## src/rtl/bcd_serial_adder_pkg.sv

```systemverilog
// bcd_serial_adder_pkg
// Shared definitions for the serial packed-BCD adder and its digit stage:
// the controller state encoding and the decimal constants used by the
// single-digit add/correct rule.
package bcd_serial_adder_pkg;

  // Controller states: wait for start, add one digit per cycle, pulse done.
  typedef enum logic [1:0] {
    IDLE = 2'd0,
    ADD  = 2'd1,
    DONE = 2'd2
  } state_t;

  // Bits per packed BCD digit.
  localparam int DIGIT_W = 4;

  // Largest legal decimal digit, and the amount added to a binary digit
  // sum above it so that the low nibble wraps to the decimal result.
  localparam logic [4:0] BCD_MAX  = 5'd9;
  localparam logic [4:0] BCD_CORR = 5'd6;

endpackage

```

## src/rtl/bcd_digit_add.sv

```systemverilog
// bcd_digit_add
// Combinational single-digit BCD adder stage.
// Ports:
//   a_d, b_d : operand digits (4 bits each)
//   ci       : decimal carry in
//   s_d      : corrected sum digit
//   co       : decimal carry out
//   bad      : either operand digit is above 9
module bcd_digit_add
  import bcd_serial_adder_pkg::*;
(
  input  logic [3:0] a_d,
  input  logic [3:0] b_d,
  input  logic       ci,
  output logic [3:0] s_d,
  output logic       co,
  output logic       bad
);

  logic [4:0] raw;

  // Five-bit binary sum (at most 15+15+1 = 31). Above 9 the +6 correction
  // is applied to the low nibble only, which is all the digit keeps; this
  // also gives a defined (non-decimal) result for illegal operand digits.
  always_comb begin
    raw = {1'b0, a_d} + {1'b0, b_d} + {4'b0000, ci};
    if (raw > BCD_MAX) begin
      s_d = raw[3:0] + BCD_CORR[3:0];
      co  = 1'b1;
    end else begin
      s_d = raw[3:0];
      co  = 1'b0;
    end
    bad = ({1'b0, a_d} > BCD_MAX) || ({1'b0, b_d} > BCD_MAX);
  end

endmodule

```

## src/rtl/bcd_serial_adder.sv

```systemverilog
// bcd_serial_adder
// Multi-digit packed-BCD adder that feeds one bcd_digit_add stage per
// cycle, least-significant digit first, chaining the decimal carry.
// Ports:
//   clk   : rising-edge clock
//   rst   : synchronous active-high reset
//   start : request, accepted only while idle
//   a, b  : packed BCD operands, digit 0 in bits [3:0]
//   cin   : decimal carry into digit 0
//   busy  : high from the cycle after acceptance through the done cycle
//   done  : one-cycle pulse when sum/cout/err are valid
//   sum   : packed BCD result (registered, held until next acceptance)
//   cout  : decimal carry out of the top digit
//   err   : some operand digit was above 9
module bcd_serial_adder
  import bcd_serial_adder_pkg::*;
#(
  parameter int DIGITS = 4
) (
  input  logic                  clk,
  input  logic                  rst,
  input  logic                  start,
  input  logic [4*DIGITS-1:0]   a,
  input  logic [4*DIGITS-1:0]   b,
  input  logic                  cin,
  output logic                  busy,
  output logic                  done,
  output logic [4*DIGITS-1:0]   sum,
  output logic                  cout,
  output logic                  err
);

  localparam int W  = DIGIT_W * DIGITS;
  localparam int IW = (DIGITS > 1) ? $clog2(DIGITS) : 1;
  localparam logic [IW-1:0] LAST_IDX = IW'(DIGITS - 1);

  state_t        state;
  state_t        state_nxt;
  logic [W-1:0]  a_q;
  logic [W-1:0]  b_q;
  logic          carry;
  logic [IW-1:0] idx;
  logic          accept;
  logic          last;
  logic [3:0]    s_d;
  logic          co;
  logic          bad;

  assign accept = (state == IDLE) && start;
  assign last   = (idx == LAST_IDX);

  // The captured operands are shifted right one digit per ADD cycle, so
  // the current digit is always in the low nibble.
  bcd_digit_add u_digit (
    .a_d (a_q[3:0]),
    .b_d (b_q[3:0]),
    .ci  (carry),
    .s_d (s_d),
    .co  (co),
    .bad (bad)
  );

  always_ff @(posedge clk) begin
    if (rst) begin
      state <= IDLE;
    end else begin
      state <= state_nxt;
    end
  end

  always_comb begin
    state_nxt = state;
    case (state)
      IDLE:    if (start) state_nxt = ADD;
      ADD:     if (last)  state_nxt = DONE;
      DONE:    state_nxt = IDLE;
      default: state_nxt = IDLE;
    endcase
  end

  always_comb begin
    busy = (state != IDLE);
    done = (state == DONE);
  end

  // Datapath: capture on acceptance, then one digit per ADD cycle. cout is
  // deliberately left alone at acceptance and only updated on the last digit.
  always_ff @(posedge clk) begin
    if (rst) begin
      a_q   <= '0;
      b_q   <= '0;
      carry <= 1'b0;
      idx   <= '0;
      sum   <= '0;
      cout  <= 1'b0;
      err   <= 1'b0;
    end else if (accept) begin
      a_q   <= a;
      b_q   <= b;
      carry <= cin;
      idx   <= '0;
      sum   <= '0;
      err   <= 1'b0;
    end else if (state == ADD) begin
      a_q   <= a_q >> DIGIT_W;
      b_q   <= b_q >> DIGIT_W;
      carry <= co;
      err   <= err | bad;
      for (int i = 0; i < DIGITS; i++) begin
        if (idx == IW'(i)) begin
          sum[DIGIT_W*i +: DIGIT_W] <= s_d;
        end
      end
      if (last) begin
        cout <= co;
      end else begin
        idx <= idx + IW'(1);
      end
    end
  end

endmodule

```

## config.mk

```make
export PLATFORM = sky130hd
export DESIGN_NAME = bcd_serial_adder
export DESIGN_NICKNAME = d
export VERILOG_FILES = /design/src/rtl/bcd_serial_adder_pkg.sv /design/src/rtl/bcd_digit_add.sv /design/src/rtl/bcd_serial_adder.sv
export SDC_FILE = /design/constraint.sdc
export NUM_CORES = 1
export LEC_CHECK = 0
export CORE_MARGIN = 3
export CORE_UTILIZATION = 49
export CTS_CLUSTER_SIZE = 40
export DETAILED_ROUTE_END_ITERATION = 10
export MAX_ROUTING_LAYER = met4
export PLACE_DENSITY = 0.79
export SLEW_MARGIN = 20
export SYNTH_ARGS = -nofsm -noshare
export SYNTH_HDL_FRONTEND = slang
export SYNTH_SLANG_ARGS = --single-unit
```

## constraint.sdc

```tcl
create_clock -name clk -period 3.3 [get_ports clk]
set_input_delay 0.33 -clock clk [delete_from_list [all_inputs] [get_ports clk]]
set_output_delay 0.33 -clock clk [all_outputs]
set_load 0.05 [all_outputs]
```

==> results of run 1 <==
## metrics by stage
step | power, mW | worst slack [ns]
2_1_floorplan | 0.8994 | 0.8444
3_3_place_gp | 0.9861 | 0.7303
3_5_place_dp | 0.9922 | 0.6613
4_1_cts | 1.390 | 0.6322
5_1_grt | 1.452 | 0.4810
6_report | 1.382 | 0.6186
## final cells by class
| class | count | area (um^2) | area share |
|---|---|---|---|
| clock inverter | 1 | 7.507 | 0.002472 |
| clock buffer | 7 | 96.34 | 0.03173 |
| timing repair buffer | 59 | 580.6 | 0.1912 |
| sequential | 55 | 1101 | 0.3626 |
| inverter | 5 | 18.77 | 0.006180 |
| multi-input combinational | 199 | 1167 | 0.3844 |
| tap | 52 | 65.06 | 0.02143 |
## per-layer routing
| layer | track usage | up-vias | part of all wire |
|---|---|---|---|
| met5 | - | - | 0 |
| met4 | 0.08738 | 0 | 0.012 |
| met3 | 0.04354 | 5 | 0.048 |
| met2 | 0.3413 | 74 | 0.50 |
| met1 | 0.2663 | 969 | 0.44 |
| li1 | - | 1074 | - |
## final timing paths
check,from,end,slack [ns],cells after the start
min,sum[4]$_SDFFE_PP0P_,sum[4]$_SDFFE_PP0P_,0.46,2
max reg2reg,a_q[0]$_SDFFE_PP0P_,sum[10]$_SDFFE_PP0P_,0.62,8
min reg2reg,sum[4]$_SDFFE_PP0P_,sum[4]$_SDFFE_PP0P_,0.46,2
max,a_q[0]$_SDFFE_PP0P_,sum[10]$_SDFFE_PP0P_,0.62,8
## critical path: stages, from the launching register on
cell and delay, ns:
dfxtp_1 0.34, fa_1 0.47, fa_1 0.41, xnor2_1 0.18
ha_1 0.27, a31o_1 0.25, nor3_4 0.37, o21a_2 0.22
o21ai_1 0.07
## registers in the layout, indices dropped and copies added (netlist names)
signal / count
state: 2
b_q: 16
cout: 1
carry: 1
idx: 2
a_q: 16
sum: 16
err: 1
## power breakdown
| part | switching, mW | internal (mW) |
|---|---|---|
| Sequential | 0.0205 | 0.697 |
| Combinational | 0.150 | 0.111 |
| Clock | 0.213 | 0.191 |
## layout by cell type (no fill, tap or decap), drive strengths merged, types with 2 or more instances in the layout
master         synthesis  layout
clkbuf                10       7
xnor2                  2       2
nand3                 12      12
a22oi                 25      25
ha                     8       8
nand2b                 2       2
nand2                 44      44
o21ai                 19      19
o211ai                 4       4
and2                   5       5
dfxtp                 55      55
a31oi                  4       4
inv                    5       5
nor3                   3       3
buf                    6       4
nor2                  12      12
a21o                   3       3
fa                     2       2
clkdlybuf4s50          0      55
a21oi                 45      45
## cells by family after synthesis
| family | Yosys count |
|---|---|
| AOI/OAI and AO/OA | 103 |
| and+or+nand+nor | 83 |
| DFF | 55 |
| buffers and inverters | 21 |
| adders and majority gates | 10 |
| xor gates and xnor gates | 2 |
| muxes | 1 |
==> impl_metrics.yaml, run 1 <==
layout:
  fin_cells: 378
  syn_to_final_growth_pct: 29.03
  stdcell_area_um2: 3037
  final_layout_size_suffix_gt1_frac: 0.06442
  fill_cells: 399
  fin_nets: 371
  diodes: 0
  final_core_util: 0.6742
grt:
  grt_max_degree: 34
  grt_pass1_vias: 2004
  grt_pass1_wl_mm: 9.018
  grt-ovfl-total: 0
  antenna_found_initial: 0
  track_usage: 0.2145
drt:
  drtAntennaViolNets: 0
  wirelength_mm: 5.401
  routed_via_density: 5.614
  drtIter0Drc: 206
  wl_per_cell_um: 14.29
  dr.pass1.iters: 4
  vias: 2122
  drcViolationCount: 0
clocking:
  cts_hold_buf: 0
  cts_resized: 0
  cts.htree.levels: 2
  cts_max_path_buffers: 2
  clock-sinks: 55
  clk_latency_ns: 0.31
  cts-root-buf: "clkbuf_8"
  cts_buffers: 5
  cts_tree: "yes"
  path_clk_slew_ns: 0.09
  cts_setup_buffers: 0
floorplanning:
  initial_core_util: 0.5225
  die_area_um2: 5671
  die_h_um: 75.31
  core_um2: 4504
  die_w_um: 75.31
  rows: 24
  ioPinCount: 56
placed_design:
  place_inst: 370
  port_buffers: 55
  placed_area_um2: 2933
  place.gp.congestion: 0.8730
  hpwl_mm: 3.951
yosys:
  synth_common_cells: "55 x dfxtp_1, 45 x a21oi_1, 44 x nand2_1"
  synth_largest_area_cell: "dfxtp_1"
  ys_seq_area_frac: 0.4678
  syn_area_per_cell_um2: 8.558
  ys_types: 36
  synth_top_family_by_area: "compound AO/OA/AOI/OAI gates"
  syn_area_um2: 2354
  synth_seq_cells: 55
  synth.area.mux_share: 0.004253
  synth_fa_ha_area_frac: 0.05954
  synth_edf_count: 0
  synth_warnings: 0
  syn_inst: 275
  yosys.area_share.simple: 0.1611
  synth_compound_area_frac: 0.2637
  synth_fp_nets: 321
  synth_top_area_frac: 0.4678
  post-synth-top-count-cell: "dfxtp_1"
  async_flop_share: 0
  synth_area_leaders: "dfxtp_1 47%, a21oi_1 9.6%, a22oi_1 8.0%"
  synthFlopType: "dfxtp_1"
  synth_xor_area_frac: 0.007443
sta:
  worst_slew_pin_slew_ns: 0.7086
  period_needed_ns: 2.681
  slew_headroom: 0.5261
  rsz0062_at_grt: "no"
  fmaxAchievable_ghz: 0.3729
  drv_slew: 0
  tns_ns: 0
  hold_ws_ns: 0.4572
  hold_viol: 0
  clock_skew_ns: 0.007669
  period_share: 0.8125
  setup_viol: 0
flow_run:
  cap_viol_max_count: 0
power:
  vdd_drop_max_v: 0.0002752
  p_leak_nw: 1.092
  powerDensity_nw_per_um2: 455.1
critical_path:
  crit_fanout: 8
  cp.required_ns: 3.51
  cp-end-kind: "flip-flop"
  critPathLaunchType: "flip-flop"
  cp.arrival_ns: 2.89
  path_class: "flip-flop to flip-flop"
run_status:
  status: "complete, no violations"
worst_hold_path:
  min_path_type: "flip-flop to flip-flop"
Power figures use the tool's default switching activity.
==> inputs of run 2 (changes only) <==
==> constraint.sdc (replaced) <==
create_clock -name clk -period 2.65 [get_ports clk]
set_input_delay 0.265 -clock clk [delete_from_list [all_inputs] [get_ports clk]]
set_output_delay 0.265 -clock clk [all_outputs]
set_load 0.05 [all_outputs]
==> run 2 against run 1 <==
Hold slack gained 0.0014 ns. Global-route usage grew 0.30 points. Largest cell class unchanged. Critical endpoint is now sum[2]$_SDFFE_PP0P_. Clock skew shrank 0.00064 ns.
==> impl_metrics.yaml, run 2 (synthesis gave the netlist of run 1 again) <==
run_status:
  status: "complete, no violations"
power:
  powerDensity_nw_per_um2: 609.1
  vdd_drop_max_v: 0.0003683
  p_leak_nw: 1.113
sta:
  setup_viol: 0
  clock_skew_ns: 0.007031
  period_share: 0.9426
  period_needed_ns: 2.498
  hold_viol: 0
  worst_slew_pin_slew_ns: 0.9558
  slew_headroom: 0.3621
  drv_slew: 0
  fmaxAchievable_ghz: 0.4003
  tns_ns: 0
layout:
  stdcell_area_um2: 3093
  layout_commonest_cell: "clkdlybuf4s50_1"
  diodes: 0
  fin_nets: 373
  syn_to_final_growth_pct: 31.42
  final_core_util: 0.6867
  fill_cells: 380
  final_layout_size_suffix_gt1_frac: 0.08537
  fin_cells: 380
  final_cell_mix: "55 x clkdlybuf4s50_1, 54 x dfxtp_1, 45 x a21oi_1"
  largest_registers: "a_q: 16 flops, b_q: 16 flops, sum: 16 flops"
critical_path:
  cp_slowest_stage_delay_ns: 0.59
  rr_worst_depth: 8
  startpoint: "carry$_SDFFE_PP0P_"
  crit_fanout: 8
  critPathLaunchType: "flip-flop"
  cp_num_cells: 8
  cp.arrival_ns: 2.70
  cpMostUsedCell: "fa_2"
  path_buf_inv: 1
  cp_slowest_cell: "fa_2"
  cp-endpoint: "sum[2]$_SDFFE_PP0P_"
  cp-end-kind: "flip-flop"
  cp_top_family: "adder cells"
  rr_endpoint: "sum[2]$_SDFFE_PP0P_"
  rrSetupSlack_ns: 0.15
  cp_cell_sequence: "fa_2, fa_2, inv_2, ha_2, a31o_1, nor3_4, o21a_2, o21ai_1"
  r2r-start: "carry$_SDFFE_PP0P_"
  path_class: "flip-flop to flip-flop"
  cp.required_ns: 2.86
clocking:
  cts_max_path_buffers: 2
  path_clk_slew_ns: 0.10
  cts-root-buf: "clkbuf_8"
  clk_latency_ns: 0.31
  cts_tree: "yes"
  cts.htree.levels: 2
  cts_buffers: 5
  clock-sinks: 55
placed_design:
  placed_area_um2: 2940
  place_inst: 371
  hpwl_mm: 3.873
  port_buffers: 55
  place.gp.congestion: 0.8452
floorplanning:
  rows: 24
  die_h_um: 75.31
  die_area_um2: 5671
  core_um2: 4504
  die_w_um: 75.31
  initial_core_util: 0.5225
  ioPinCount: 56
worst_hold_path:
  min_path_type: "flip-flop to flip-flop"
  min-delay-start: "a_q[8]$_SDFFE_PP0P_"
drt:
  wirelength_mm: 5.609
  routed_via_density: 5.584
  drtIter0Drc: 202
  drtAntennaViolNets: 0
  drcViolationCount: 0
  wl_per_cell_um: 14.76
  vias: 2122
  dr.pass1.iters: 4
grt:
  grt_pass1_wl_mm: 9.197
  grt-ovfl-total: 0
  antenna_found_initial: 0
  grt_pass1_vias: 1976
  track_usage: 0.2175
  grt_max_degree: 36
flow_run:
  cap_viol_max_count: 0
[run 2: cell count changes in the layout (fill, tap and decap cells not counted), moves of 2 or more]
| cell | change |
|---|---|
| buf_4 | +2 |
| bufinv_16 | +2 |
| fa_1 | -2 |
| fa_2 | +2 |
| clkbuf_8 | -2 |
[run 2: layout make-up]
cell class	count	area, um^2	area share
Clock buffer	6	72.57	0.02346
Clock inverter	2	60.06	0.01942
Inverter	5	18.77	0.006068
Multi-Input combinational cell	199	1179	0.3811
Sequential cell	55	1102	0.3564
Tap cell	52	65.06	0.02104
Timing Repair Buffer	61	595.6	0.1926
[run 2: repair_timing]
action,4_1_cts,5_1_grt
endpoints found under the setup margin,0,14
hold buffers,0,0
hold endpoints to repair,0,0
buffers inserted,0,1
gates resized for setup,0,6
[run 2: worst min-delay path by stage]
stage | end | cells after the start
after floorplan | a_q[12]$_SDFFE_PP0P_ | 2
after global placement | b_q[4]$_SDFFE_PP0P_ | 2
after detailed placement | b_q[4]$_SDFFE_PP0P_ | 2
after CTS | b_q[4]$_SDFFE_PP0P_ | 2
after global routing | b_q[4]$_SDFFE_PP0P_ | 2
final | a_q[8]$_SDFFE_PP0P_ | 2
[run 2: power by group]
part,internal [mW],switching [mW]
clock,0.378,0.268
combinational,0.148,0.196
sequential,0.868,0.0264
total,1.39,0.490
[run 2: metal layers]
metal  up-vias  global-route usage  wire length (um)
met5         -                   -                 0
met4         0             0.06602                86
met3         9             0.05145               276
met2        67              0.3317              2646
met1       965              0.2874              2600
li1       1081                   -                 -
[run 2: per-stage QoR]
step | hold WS [ns] | total power [mW] | setup slack, ns
2_1_floorplan | 0.4010 | 1.120 | 0.1944
3_3_place_gp | 0.4420 | 1.233 | 0.1291
3_5_place_dp | 0.4464 | 1.240 | 0.05427
4_1_cts | 0.4595 | 1.875 | 0.03223
5_1_grt | 0.4717 | 1.961 | -0.02438
6_report | 0.4586 | 1.884 | 0.1520
[run 2: worst min-delay path: cells and delay by family (launching register included)]
kind               cells  cell delay (ns)
DFF                    1             0.32
and+or+nand+nor        1             0.05
AOI/OAI and AO/OA      1             0.05
==> inputs of run 3 (changes only) <==
--- a/config.mk
+++ b/config.mk
@@ -5,13 +5,16 @@
 export SDC_FILE = /design/constraint.sdc
 export NUM_CORES = 1
 export LEC_CHECK = 0
+export CORE_ASPECT_RATIO = 2
 export CORE_MARGIN = 3
 export CORE_UTILIZATION = 49
 export CTS_CLUSTER_SIZE = 40
 export DETAILED_ROUTE_END_ITERATION = 10
 export MAX_ROUTING_LAYER = met4
 export PLACE_DENSITY = 0.79
+export SKIP_CTS_REPAIR_TIMING = 1
 export SLEW_MARGIN = 20
 export SYNTH_ARGS = -nofsm -noshare
 export SYNTH_HDL_FRONTEND = slang
 export SYNTH_SLANG_ARGS = --single-unit
+export TNS_END_PERCENT = 50
==> run 3 against run 2 <==
Via count is 1.5% higher. Maximum frequency decreased by 2.2%. Setup slack got worse by 0.056 ns. Die area is 0.89% higher. Routed wire length rose by 0.91%. Combinational power down 3%. Critical path depth unchanged. Final cell count is 0.53% higher. First-iteration DRC count decreased by 79%. Cell area is 0.28% lower. Count of clock-buffer cells in the layout stayed put. Critical path type unchanged. Critical endpoint is now sum[14]$_SDFFE_PP0P_. Largest cell class unchanged. Largest power group unchanged.
==> impl_metrics.yaml, run 3 (synthesis gave the netlist of run 1 again) <==
power:
  p_leak_nw: 1.107
  total_power_mw: 1.880
  vdd_drop_max_v: 0.0005985
  powerDensity_nw_per_um2: 609.5
layout:
  final_cell_mix: "55 x dfxtp_1, 55 x clkdlybuf4s50_1, 45 x a21oi_1"
  diodes: 0
  syn_to_final_growth_pct: 31.05
  fin_cells: 382
  fin_nets: 372
  largest_registers: "a_q: 16 flops, b_q: 16 flops, sum: 16 flops"
  fill_cells: 412
  multi_input_area_um2: 1175
  final_layout_size_suffix_gt1_frac: 0.07339
  register_area_um2: 1101
sta:
  hold_ws_ns: 0.4578
  hold_viol: 0
  rsz0062_at_grt: "no"
  fin_ws_ns: 0.09638
  worst_slew_pin_slew_ns: 0.9063
  period_needed_ns: 2.554
  clock_skew_ns: 0.008181
  fmaxAchievable_ghz: 0.3916
  drv_slew: 0
  slew_headroom: 0.3952
  tns_ns: 0
  setup_viol: 0
  period_share: 0.9636
drt:
  routed_via_density: 5.636
  drtAntennaViolNets: 0
  dr.pass1.iters: 4
  wirelength_mm: 5.660
  wl_per_cell_um: 14.82
  drtIter0Drc: 43
  drcViolationCount: 0
  vias: 2153
grt:
  grt-ovfl-total: 0
  grt_pass1_wl_mm: 9.349
  grt_max_degree: 38
  track_usage: 0.2239
  antenna_found_initial: 0
  grt_pass1_vias: 2118
placed_design:
  place_inst: 374
  hpwl_mm: 4.163
  place.gp.congestion: 0.8265
  dp_slack_ns: -0.04586
  port_buffers: 55
floorplanning:
  core_um2: 4642
  rows: 35
  initial_core_util: 0.5070
  ioPinCount: 56
  die_w_um: 55.01
  die_h_um: 104.0
  die_area_um2: 5721
critical_path:
  cp_slowest_cell: "fa_2"
  cp.arrival_ns: 2.76
  rrSetupSlack_ns: 0.1
  cp.required_ns: 2.86
  cpMostUsedCell: "fa_2"
  cp-end-kind: "flip-flop"
  path_class: "flip-flop to flip-flop"
  crit_fanout: 8
  critPathLaunchType: "flip-flop"
  cp_cell_sequence: "fa_2, fa_2, inv_1, ha_2, a31o_1, nor3_4, o21a_2, o21ai_1"
  cp_slowest_stage_delay_ns: 0.56
clocking:
  cts.htree.levels: 2
  cts-root-buf: "clkbuf_8"
  path_clk_slew_ns: 0.10
  clock-sinks: 55
  clk_latency_ns: 0.31
  cts_tree: "yes"
  cts_buffers: 5
  cts_max_path_buffers: 2
run_status:
  status: "complete, no violations"
worst_hold_path:
  min_path_type: "flip-flop to flip-flop"
flow_run:
  cap_viol_max_count: 0
-- run 3: worst max-delay path: cells and delay by family (launching register included) --
kind / cells / cell delay [ns]
DFF: 1 / 0.35
adders and majority gates: 3 / 1.19
and+or+nand+nor: 1 / 0.29
AOI/OAI and AO/OA: 3 / 0.54
buffers and inverters: 1 / 0.08
-- run 3: layout make-up --
| class | count | share of cell area |
|---|---|---|
| timing repair buffer | 60 | 0.1907 |
| sequential | 55 | 0.3570 |
| clock buffer | 6 | 0.02353 |
| tap | 55 | 0.02231 |
| inverter | 5 | 0.006085 |
| clock inverter | 2 | 0.01947 |
| multi-input combinational | 199 | 0.3809 |
-- run 3: power by group --
| part | total, mW | switching [mW] | internal, mW |
|---|---|---|---|
| Clock | 0.653 | 0.275 | 0.378 |
| Combinational | 0.334 | 0.190 | 0.144 |
| Sequential | 0.894 | 0.0263 | 0.867 |
| Total | 1.88 | 0.491 | 1.39 |
-- run 3: through the flow --
stage	utilization	area, um^2
global placement	0.6342	2944
detailed placement	0.6342	2944
floorplan	-	2354
global route	0.6644	3084
finish	0.6644	3084
CTS	0.6628	3077
-- run 3: final timing paths --
path / from / to / depth (start not counted)
worst max-delay path: a_q[0]$_SDFFE_PP0P_ / sum[14]$_SDFFE_PP0P_ / 8
worst min register to register: b_q[5]$_SDFFE_PP0P_ / b_q[5]$_SDFFE_PP0P_ / 2
worst max register to register: a_q[0]$_SDFFE_PP0P_ / sum[14]$_SDFFE_PP0P_ / 8
worst min-delay path: b_q[5]$_SDFFE_PP0P_ / b_q[5]$_SDFFE_PP0P_ / 2
-- run 3: per-layer routing --
layer,wire [um],GRT usage,share of wire
met5,0,-,0
met4,212,0.1061,0.037
met3,226,0.04017,0.040
met2,3216,0.3797,0.57
met1,2005,0.2350,0.35
